**src/rtl/cfg_frame_assembler_if.sv**
```systemverilog
// rtl/cfg_frame_assembler_if.sv - beat, header and body-FIFO signal bundle for cfg_frame_assembler
interface cfg_frame_assembler_if #(
  parameter int DATA_W     = 128,
  parameter int HDR_BEATS  = 4,
  parameter int FIFO_DEPTH = 16
);
  localparam int AW = $clog2(FIFO_DEPTH);

  logic [DATA_W-1:0]           I_cfg_data;
  logic                        I_cfg_valid;
  logic                        O_cfg_ready;
  logic                        I_frame_done;
  logic [DATA_W*HDR_BEATS-1:0] O_hdr_value;
  logic                        O_hdr_valid;
  logic                        O_hdr_err;
  logic [DATA_W-1:0]           O_body_data;
  logic                        O_body_valid;
  logic                        I_body_ready;
  logic [AW:0]                 O_fifo_level;
  logic [15:0]                 O_body_cnt;

  // Assembler side
  modport slave (
    input  I_cfg_data, I_cfg_valid, I_frame_done, I_body_ready,
    output O_cfg_ready, O_hdr_value, O_hdr_valid, O_hdr_err,
           O_body_data, O_body_valid, O_fifo_level, O_body_cnt
  );

  // Producer/consumer side
  modport master (
    output I_cfg_data, I_cfg_valid, I_frame_done, I_body_ready,
    input  O_cfg_ready, O_hdr_value, O_hdr_valid, O_hdr_err,
           O_body_data, O_body_valid, O_fifo_level, O_body_cnt
  );
endinterface

```
**src/rtl/cfg_frame_assembler.sv**
```systemverilog
// rtl/cfg_frame_assembler.sv - config frame assembler: header packer plus FWFT body FIFO (optional CFG_FRAME_HDR_CHECK_EN)
module cfg_frame_assembler #(
  parameter int DATA_W     = 128,
  parameter int HDR_BEATS  = 4,
  parameter int FIFO_DEPTH = 16
) (
  input  logic                  I_sys_clk,
  input  logic                  I_sys_rst_n,
  cfg_frame_assembler_if.slave  bus
);
  localparam int AW = $clog2(FIFO_DEPTH);
  localparam int HW = DATA_W * HDR_BEATS;
  localparam int CW = $clog2(HDR_BEATS + 1);

  typedef enum logic {S_HDR, S_BODY} state_t;

  state_t            state, state_next;
  logic [CW-1:0]     hdr_cnt;
  logic [HW-1:0]     hdr_value;
  logic [HW-1:0]     hdr_shift;
  logic              hdr_valid;
  logic              hdr_last;
  logic              hdr_ok;
  logic [DATA_W-1:0] mem [FIFO_DEPTH];
  logic [AW-1:0]     wr_ptr, rd_ptr;
  logic [AW:0]       level;
  logic [15:0]       body_cnt;
  logic              full, ready, accept, push, pop;

  // Next-state decode, handshake qualifiers and the header shift/check
  always_comb begin
    state_next = state;
    full       = (level == (AW+1)'(FIFO_DEPTH));
    ready      = (state == S_HDR) || !full;
    accept     = bus.I_cfg_valid && ready;
    // First beat migrates toward the MS slice as later beats shift in below it
    hdr_shift  = (hdr_value << DATA_W) | HW'(bus.I_cfg_data);
    hdr_last   = (state == S_HDR) && accept && (hdr_cnt == CW'(HDR_BEATS - 1));
`ifdef CFG_FRAME_HDR_CHECK_EN
    hdr_ok     = (hdr_shift[HW-1 -: 8] == 8'hA5);
`else
    hdr_ok     = 1'b1;
`endif
    push       = (state == S_BODY) && accept && !bus.I_frame_done;
    pop        = (level != '0) && bus.I_body_ready && !bus.I_frame_done;
    if (bus.I_frame_done) begin
      state_next = S_HDR;
    end else if (hdr_last && hdr_ok) begin
      state_next = S_BODY;
    end
  end

  // State register
  always_ff @(posedge I_sys_clk) begin
    if (!I_sys_rst_n) begin
      state <= S_HDR;
    end else begin
      state <= state_next;
    end
  end

  // Header packing, FIFO bookkeeping and body count; frame_done flushes like reset
  always_ff @(posedge I_sys_clk) begin
    if (!I_sys_rst_n || bus.I_frame_done) begin
      hdr_cnt   <= '0;
      hdr_value <= '0;
      hdr_valid <= 1'b0;
      wr_ptr    <= '0;
      rd_ptr    <= '0;
      level     <= '0;
      body_cnt  <= '0;
    end else begin
      hdr_valid <= 1'b0;
      if ((state == S_HDR) && accept) begin
        if (hdr_last) begin
          hdr_cnt   <= '0;
          hdr_value <= hdr_ok ? hdr_shift : '0;
          hdr_valid <= hdr_ok;
        end else begin
          hdr_cnt   <= hdr_cnt + CW'(1);
          hdr_value <= hdr_shift;
        end
      end
      if (push) begin
        wr_ptr <= wr_ptr + AW'(1);
        if (body_cnt != 16'hFFFF) begin
          body_cnt <= body_cnt + 16'd1;
        end
      end
      if (pop) begin
        rd_ptr <= rd_ptr + AW'(1);
      end
      case ({push, pop})
        2'b10:   level <= level + (AW+1)'(1);
        2'b01:   level <= level - (AW+1)'(1);
        default: level <= level;
      endcase
    end
  end

  // Body storage; contents need no reset because level gates visibility
  always_ff @(posedge I_sys_clk) begin
    if (push) begin
      mem[wr_ptr] <= bus.I_cfg_data;
    end
  end

`ifdef CFG_FRAME_HDR_CHECK_EN
  logic hdr_err;

  // One-cycle pulse when a completed header fails the marker check
  always_ff @(posedge I_sys_clk) begin
    if (!I_sys_rst_n || bus.I_frame_done) begin
      hdr_err <= 1'b0;
    end else begin
      hdr_err <= hdr_last && !hdr_ok;
    end
  end

  assign bus.O_hdr_err = hdr_err;
`else
  assign bus.O_hdr_err = 1'b0;
`endif

  assign bus.O_cfg_ready  = ready;
  assign bus.O_hdr_value  = hdr_value;
  assign bus.O_hdr_valid  = hdr_valid;
  assign bus.O_body_data  = mem[rd_ptr];
  assign bus.O_body_valid = (level != '0);
  assign bus.O_fifo_level = level;
  assign bus.O_body_cnt   = body_cnt;

endmodule

```
**src/flat_wrapper.sv**
```systemverilog
// flat-port wrapper written by rule: the top's interface ports become plain ports
module cfg_frame_assembler_flat 
#(
  parameter int DATA_W     = 128,
  parameter int HDR_BEATS  = 4,
  parameter int FIFO_DEPTH = 16
)
  (I_sys_clk, I_sys_rst_n, bus_I_cfg_data, bus_I_cfg_valid, bus_I_frame_done, bus_I_body_ready, bus_O_cfg_ready, bus_O_hdr_value, bus_O_hdr_valid, bus_O_hdr_err, bus_O_body_data, bus_O_body_valid, bus_O_fifo_level, bus_O_body_cnt);
  cfg_frame_assembler_if #(.DATA_W(DATA_W), .HDR_BEATS(HDR_BEATS), .FIFO_DEPTH(FIFO_DEPTH)) bus_i ();
  input  logic I_sys_clk;
  input  logic I_sys_rst_n;
  input wire logic [$bits(bus_i.I_cfg_data)-1:0] bus_I_cfg_data;
  input wire logic [$bits(bus_i.I_cfg_valid)-1:0] bus_I_cfg_valid;
  input wire logic [$bits(bus_i.I_frame_done)-1:0] bus_I_frame_done;
  input wire logic [$bits(bus_i.I_body_ready)-1:0] bus_I_body_ready;
  output wire logic [$bits(bus_i.O_cfg_ready)-1:0] bus_O_cfg_ready;
  output wire logic [$bits(bus_i.O_hdr_value)-1:0] bus_O_hdr_value;
  output wire logic [$bits(bus_i.O_hdr_valid)-1:0] bus_O_hdr_valid;
  output wire logic [$bits(bus_i.O_hdr_err)-1:0] bus_O_hdr_err;
  output wire logic [$bits(bus_i.O_body_data)-1:0] bus_O_body_data;
  output wire logic [$bits(bus_i.O_body_valid)-1:0] bus_O_body_valid;
  output wire logic [$bits(bus_i.O_fifo_level)-1:0] bus_O_fifo_level;
  output wire logic [$bits(bus_i.O_body_cnt)-1:0] bus_O_body_cnt;
  assign bus_i.I_cfg_data = bus_I_cfg_data;
  assign bus_i.I_cfg_valid = bus_I_cfg_valid;
  assign bus_i.I_frame_done = bus_I_frame_done;
  assign bus_i.I_body_ready = bus_I_body_ready;
  assign bus_O_cfg_ready = bus_i.O_cfg_ready;
  assign bus_O_hdr_value = bus_i.O_hdr_value;
  assign bus_O_hdr_valid = bus_i.O_hdr_valid;
  assign bus_O_hdr_err = bus_i.O_hdr_err;
  assign bus_O_body_data = bus_i.O_body_data;
  assign bus_O_body_valid = bus_i.O_body_valid;
  assign bus_O_fifo_level = bus_i.O_fifo_level;
  assign bus_O_body_cnt = bus_i.O_body_cnt;
  cfg_frame_assembler #(.DATA_W(DATA_W), .HDR_BEATS(HDR_BEATS), .FIFO_DEPTH(FIFO_DEPTH)) u_core (.I_sys_clk(I_sys_clk), .I_sys_rst_n(I_sys_rst_n), .bus(bus_i));
endmodule
```
**config.mk**
```make
export PLATFORM = sky130hd
export DESIGN_NAME = cfg_frame_assembler_flat
export DESIGN_NICKNAME = d
export VERILOG_FILES = /design/src/rtl/cfg_frame_assembler_if.sv /design/src/rtl/cfg_frame_assembler.sv /design/src/flat_wrapper.sv
export SDC_FILE = /design/constraint.sdc
export NUM_CORES = 2
export LEC_CHECK = 0
export BUFFER_PORTS_ARGS = -buffer_cell sky130_fd_sc_hd__buf_2
export CAP_MARGIN = 20
export CORE_MARGIN = 5
export CORE_UTILIZATION = 25
export CTS_CLUSTER_SIZE = 14
export DETAILED_ROUTE_END_ITERATION = 6
export PLACE_DENSITY = 0.36
export SYNTH_ARGS = -nofsm -noshare
export SYNTH_HDL_FRONTEND = slang
export SYNTH_SLANG_ARGS = --single-unit
```
**constraint.sdc**
```tcl
create_clock -name I_sys_clk -period 14.3 [get_ports I_sys_clk]
set_input_delay 1.43 -clock I_sys_clk [delete_from_list [all_inputs] [get_ports I_sys_clk]]
set_output_delay 1.43 -clock I_sys_clk [all_outputs]
set_load 0.01 [all_outputs]
```
# Word level (Yosys, flattened, before mapping)
# Memories as Yosys holds them, arrays and structs flattened. A register that Yosys moved wholly into a read port is not among the register bits.
# Cells that the tools add are included.
# word_totals
ram_bits,2048
reg_bits,546
memories,1
wordCells,48
# memory_table
name,depth,word_bits,rd,rd_ports_with_merged_regs,write_ports,line_no,rtl
u_core.mem,16,128,1,1,1,cfg_frame_assembler.sv:24,logic [DATA_W-1:0] mem [FIFO_DEPTH];
# classes
add_sub_neg,6
reduce_logical,17
eq_ne,5
n_mux,7
n_bitwise,4
# op_table
operator,count
$or A512 B128 Y512,1
$add A16 B1 Y16 const B,1
$ne A16 B16 Y1 const B,1
$pmux W5 S2,1
$add A4 B1 Y4 const B,2
$mux W4,2
$logic_and A1 B1 Y1,7
$add A5 B1 Y5 const B,1
$eq A5 B5 Y1 const B,1
$reduce_bool A5 Y1,1
$sub A5 B1 Y5 const B,1
$reduce_or A2 Y1,2
$add A3 B1 Y3 const B,1
$eq A3 B2 Y1 const B,1
$logic_not A1 Y1,3
$mux W1,3
$mux W3,1
$not A1 Y1,3
$eq A2 B1 Y1 const B,1
$eq A2 B2 Y1 const B,1
$logic_or A1 B1 Y1,2
$reduce_and A2 Y1,1
$reduce_bool A2 Y1,1

# Longest topological paths before layout
# logic_depth
depth_word,8
ltp_mapped,13
ltp_nobuf,11

# Worst setup path after synthesis
# OpenSTA, ideal clock, no wires.
# synth_timing
path_kind,input to register
from,in bus_I_frame_done
to,"mem u_core.mem[3][0], enable pin"
stages,5
arrival_ps,10911
n_path_buf,1
setup_time_ps,772
setup_slack_ps,2617
path_cell_list,nand3b_1 a31oi_1 clkbuf_1 nand2_1 nor3_1
# synth_between
elab_chain_cells,4
# synth_lines
item,line_no,rtl
from (decl),flat_wrapper.sv:14,input wire logic [$bits(bus_i.I_frame_done)-1:0] bus_I_frame_done;
$logic_not A1 Y1,cfg_frame_assembler.sv:44,push = (state == S_BODY) && accept && !bus.I_frame_done;
$logic_and A1 B1 Y1,cfg_frame_assembler.sv:44,
$mux W1,cfg_frame_assembler.sv:103,if (push) begin
$mux W1 (not written as such),cfg_frame_assembler.sv:104,mem[wr_ptr] <= bus.I_cfg_data;
to (decl),cfg_frame_assembler.sv:24,
# Every way passes these cells.

==> reports/qor.log <==
INFO  floorplanning  row_count=227
INFO  clock_network  clock_tree.root_cell=sky130_fd_sc_hd__clkbuf_16
INFO  synthesis      seq_area_frac_synth=75.4%
INFO  place          place.detailed.hpwl=196mm
INFO  route          drcViolationCount=0
INFO  place          place_congestion=0.750
INFO  hold_path      hold_depth=2
INFO  synthesis      synthesis.nets=5593
INFO  setup_path     slowest_stage=sky130_fd_sc_hd__buf_4
INFO  timing         relSlewSlack=19.9%
INFO  setup_path     crit_path_cell_trace=buf_12 > buf_4 > buf_4 > mux4_2 > nor2b_1 > a211oi_1 > a21oi_1 > buf_2
INFO  hold_path      hold_path_start=u_core.hdr_cnt[2]
INFO  synthesis      synth_edf_count=2048
INFO  clock_network  post_cts_hold_buffer_count=0
INFO  layout         finish.instance_area=117000µm²
INFO  route          routedWlPerCell=28.4µm
INFO  timing         finalSetupViolations=0
INFO  layout         final_common_cell=sky130_fd_sc_hd__edfxtp_1
INFO  timing         finalHoldViolations=0
INFO  grt            grt_antenna_before_repair=33
INFO  synthesis      postSynth.topFlopCell=sky130_fd_sc_hd__edfxtp_1
INFO  route          num_vias=52.5k
INFO  setup_path     cp_max_fo=102
INFO  clock_network  numCtsBuffers=312
INFO  hold_path      worstHoldEndpoint=u_core.hdr_cnt[2]
INFO  layout         nets=6474
INFO  setup_path     worstSetupStartpointType=register
INFO  place          pre_cts_slack=8.20ns
INFO  timing         timing.setup.tns=0ns
INFO  setup_path     r2r-start=u_core.bus.O_fifo_level[1]
INFO  synthesis      post_synth_inst_count=5449
INFO  route          dr.pass1.iters=5
INFO  hold_path      hp-class=reg2reg
INFO  timing         clk_skew=0.0416ns
INFO  setup_path     most_used_cell_along_the_critical_path=sky130_fd_sc_hd__buf_4
INFO  synthesis      yosysWarningCount=0
INFO  setup_path     timing.critical_path.slowest_cell_delay=0.95ns
INFO  clock_network  cts_repair_resized_insts=0
INFO  setup_path     crit_type=reg2out
INFO  synthesis      synth.cell_area=96200µm²
INFO  run_status     outcome=complete, no violations
INFO  route          wirelength=331mm
INFO  pwr            power_leakage=37.2nW
INFO  route          dr.first_iter.drc_count=3499
INFO  run            drv_cap=0
INFO  clock_network  cts_htree_levels=5
INFO  place          io_buffers=796
INFO  timing         achievable-frequency=144MHz
INFO  route          post_drt_via_cell_ratio=4.51
INFO  floorplanning  num_io_pins=798
INFO  floorplanning  die_area=397000µm²
INFO  layout         layout.cells.most_common_list=sky130_fd_sc_hd__edfxtp_1, sky130_fd_sc_hd__nand2_1, sky130_fd_sc_hd__buf_2
INFO  synthesis      syn_avg_cell_area=17.7µm²
INFO  floorplanning  dieHeight=630µm
INFO  floorplanning  design.core.area=383000µm²
INFO  clock_network  clk-insertion-delay-late=0.90ns
INFO  synthesis      number_of_library_cell_types_mapped_by_synthesis=47
INFO  place          detailed_place.area=106000µm²
INFO  clock_network  cts_tree=built
INFO  timing         rsz0062_at_grt=no
INFO  timing         tightestPinTransition=1.20ns
INFO  grt            groute.usage.overall=16.1%
INFO  timing         post-route-period-util=48.5%
INFO  grt            grt_pass1_vias=54.7k
INFO  setup_path     crit_path_end_kind=output pin
INFO  setup_path     worstPathArrival=5.50ns
INFO  clock_network  clk_path_buf_depth=4
INFO  floorplanning  dieWidth=630µm
INFO  pwr            vdd_drop_max=0.0815mV
INFO  clock_network  cts.repair_timing.setup_buffer_count=0
INFO  setup_path     critical_path.reg2reg.endpoint=u_core.mem[11][15]
INFO  layout         synthToLayoutAreaGrowth=21.2%
INFO  timing         finalWorstPathRequiredPeriod=6.93ns
INFO  floorplanning  floorplan.initialDensity=25.1%
INFO  clock_network  number_of_clock_sinks_seen_by_cts=2598
INFO  pwr            cellPowerDensity=141nW/µm²
INFO  synthesis      synthTopCellsByArea=sky130_fd_sc_hd__edfxtp_1, sky130_fd_sc_hd__mux4_2, sky130_fd_sc_hd__dfxtp_1, sky130_fd_sc_hd__nand2_1, sky130_fd_sc_hd__a21oi_1
INFO  setup_path     reg2reg_depth=7
INFO  setup_path     setup.reg_to_reg.worst_slack=10.06ns
INFO  synthesis      synth_top_cell_by_area=sky130_fd_sc_hd__edfxtp_1
INFO  grt            remaining_global_route_overflow=0
INFO  grt            grt_start_max_net_pins=181
INFO  synthesis      ys_seq_elements=2598
INFO  clock_network  clk_pin_slew=0.06ns
INFO  route          drt.antenna.violating_nets=0
INFO  layout         final_layout_size_suffix_gt1_share=30.2%
INFO  setup_path     worst-endpoint-required=12.87ns
INFO  synthesis      postSynth.asyncResetShare=0%
INFO  synthesis      yosysTopAreaCellShare=63.9%
INFO  grt            grt_first_pass_wirelength=457mm
INFO  timing         setup_ws=7.37ns
INFO  timing         pins_over_slew_limit=0
power by group:
part,switching [mW],leakage [nW],internal (mW),total [mW]
combinational,0.222,9.29,0.0400,0.262
sequential,0.0184,22.8,8.15,8.17
clock,3.26,5.05,4.74,8.01
total,3.51,37.2,12.9,16.4
worst max-delay path, delay by kind of cell (launching register included):
family / cells / cell delay (ns)
buf+inv: 4 / 2.49
compound gates: 2 / 0.43
mux: 1 / 0.41
flops: 1 / 0.71
simple gates: 1 / 0.14
layout make-up:
cell class                 instances  area, µm²
inverter                           8       30.0
timing repair buffer             911       4980
clock buffer                     424       8660
sequential                      2598      72500
multi-input combinational       2499      22400
tap                             5038       6300
clock inverter                   152       1660
fill                           37800     266000
antenna                            6       15.0
flip-flops by register name (all words and copies together), names as in the netlist, named ones only:
signal and flops:
u_core.bus.O_fifo_level 5, u_core.rd_ptr 4, u_core.wr_ptr 4, u_core.mem 2048, u_core.bus.O_hdr_valid 1, u_core.bus.O_hdr_value 512
u_core.bus.O_body_cnt 16, u_core.hdr_cnt 3, u_core.state 1
metrics by stage:
stage          cells  power (mW)  utilization, %  hold WS (ns)
3_3_place_gp   11100        8.59            27.7         0.420
4_1_cts        11600        16.7            30.4         0.445
2_1_floorplan   5449        8.41               -         0.412
5_1_grt        11600        17.1            30.4         0.468
6_report       11600        16.4            30.4         0.446
3_5_place_dp   11100        8.60            27.7         0.434
logic make-up (layout without fill, tap and decap cells):
kind of cell	count (synthesis)	in the layout	synth area share, %
muxes	643	643	14.4
xor gates and xnor gates	18	18	0.164
DFF	2598	2598	75.4
other	1	7	0.00390
adders and majority gates	11	11	0.143
and+or+nand+nor	1183	1183	4.89
AOI/OAI and AO/OA	643	643	3.53
buffers and inverters	352	1495	1.50
layer usage:
metal | up-vias | part of all wire [%] | global-route usage (%)
li1 | 22900 | - | -
met1 | 27900 | 40 | 19.6
met2 | 1196 | 53 | 29.5
met3 | 458 | 4.6 | 3.11
met4 | 22 | 2.4 | 3.71
met5 | - | 0.043 | 0
worst max-delay path by stage:
stage | startpoint | endpoint | slack (ns) | cells past startpoint
finish | register | bus_O_body_data[20] | 7.37 | 8
detailed placement | register | bus_O_body_data[20] | 8.20 | 8
global placement | register | bus_O_body_data[62] | 8.24 | 8
floorplan | bus_I_frame_done | u_core.mem[3][0] | 2.62 | 5
global route | register | bus_O_body_data[105] | 7.00 | 6
CTS | register | bus_O_body_data[20] | 7.17 | 8
synth_stat cells, drive strengths merged, types with 13 or more instances:
| library cell | instances |
|---|---|
| buf | 111 |
| nor2b | 51 |
| dfxtp | 550 |
| mux4 | 592 |
| nand3 | 13 |
| mux2i | 51 |
| nor2 | 37 |
| edfxtp | 2048 |
| clkbuf | 233 |
| a21oi | 572 |
| nand2 | 1044 |
| a211oi | 54 |
Power figures use the tool's default switching activity.
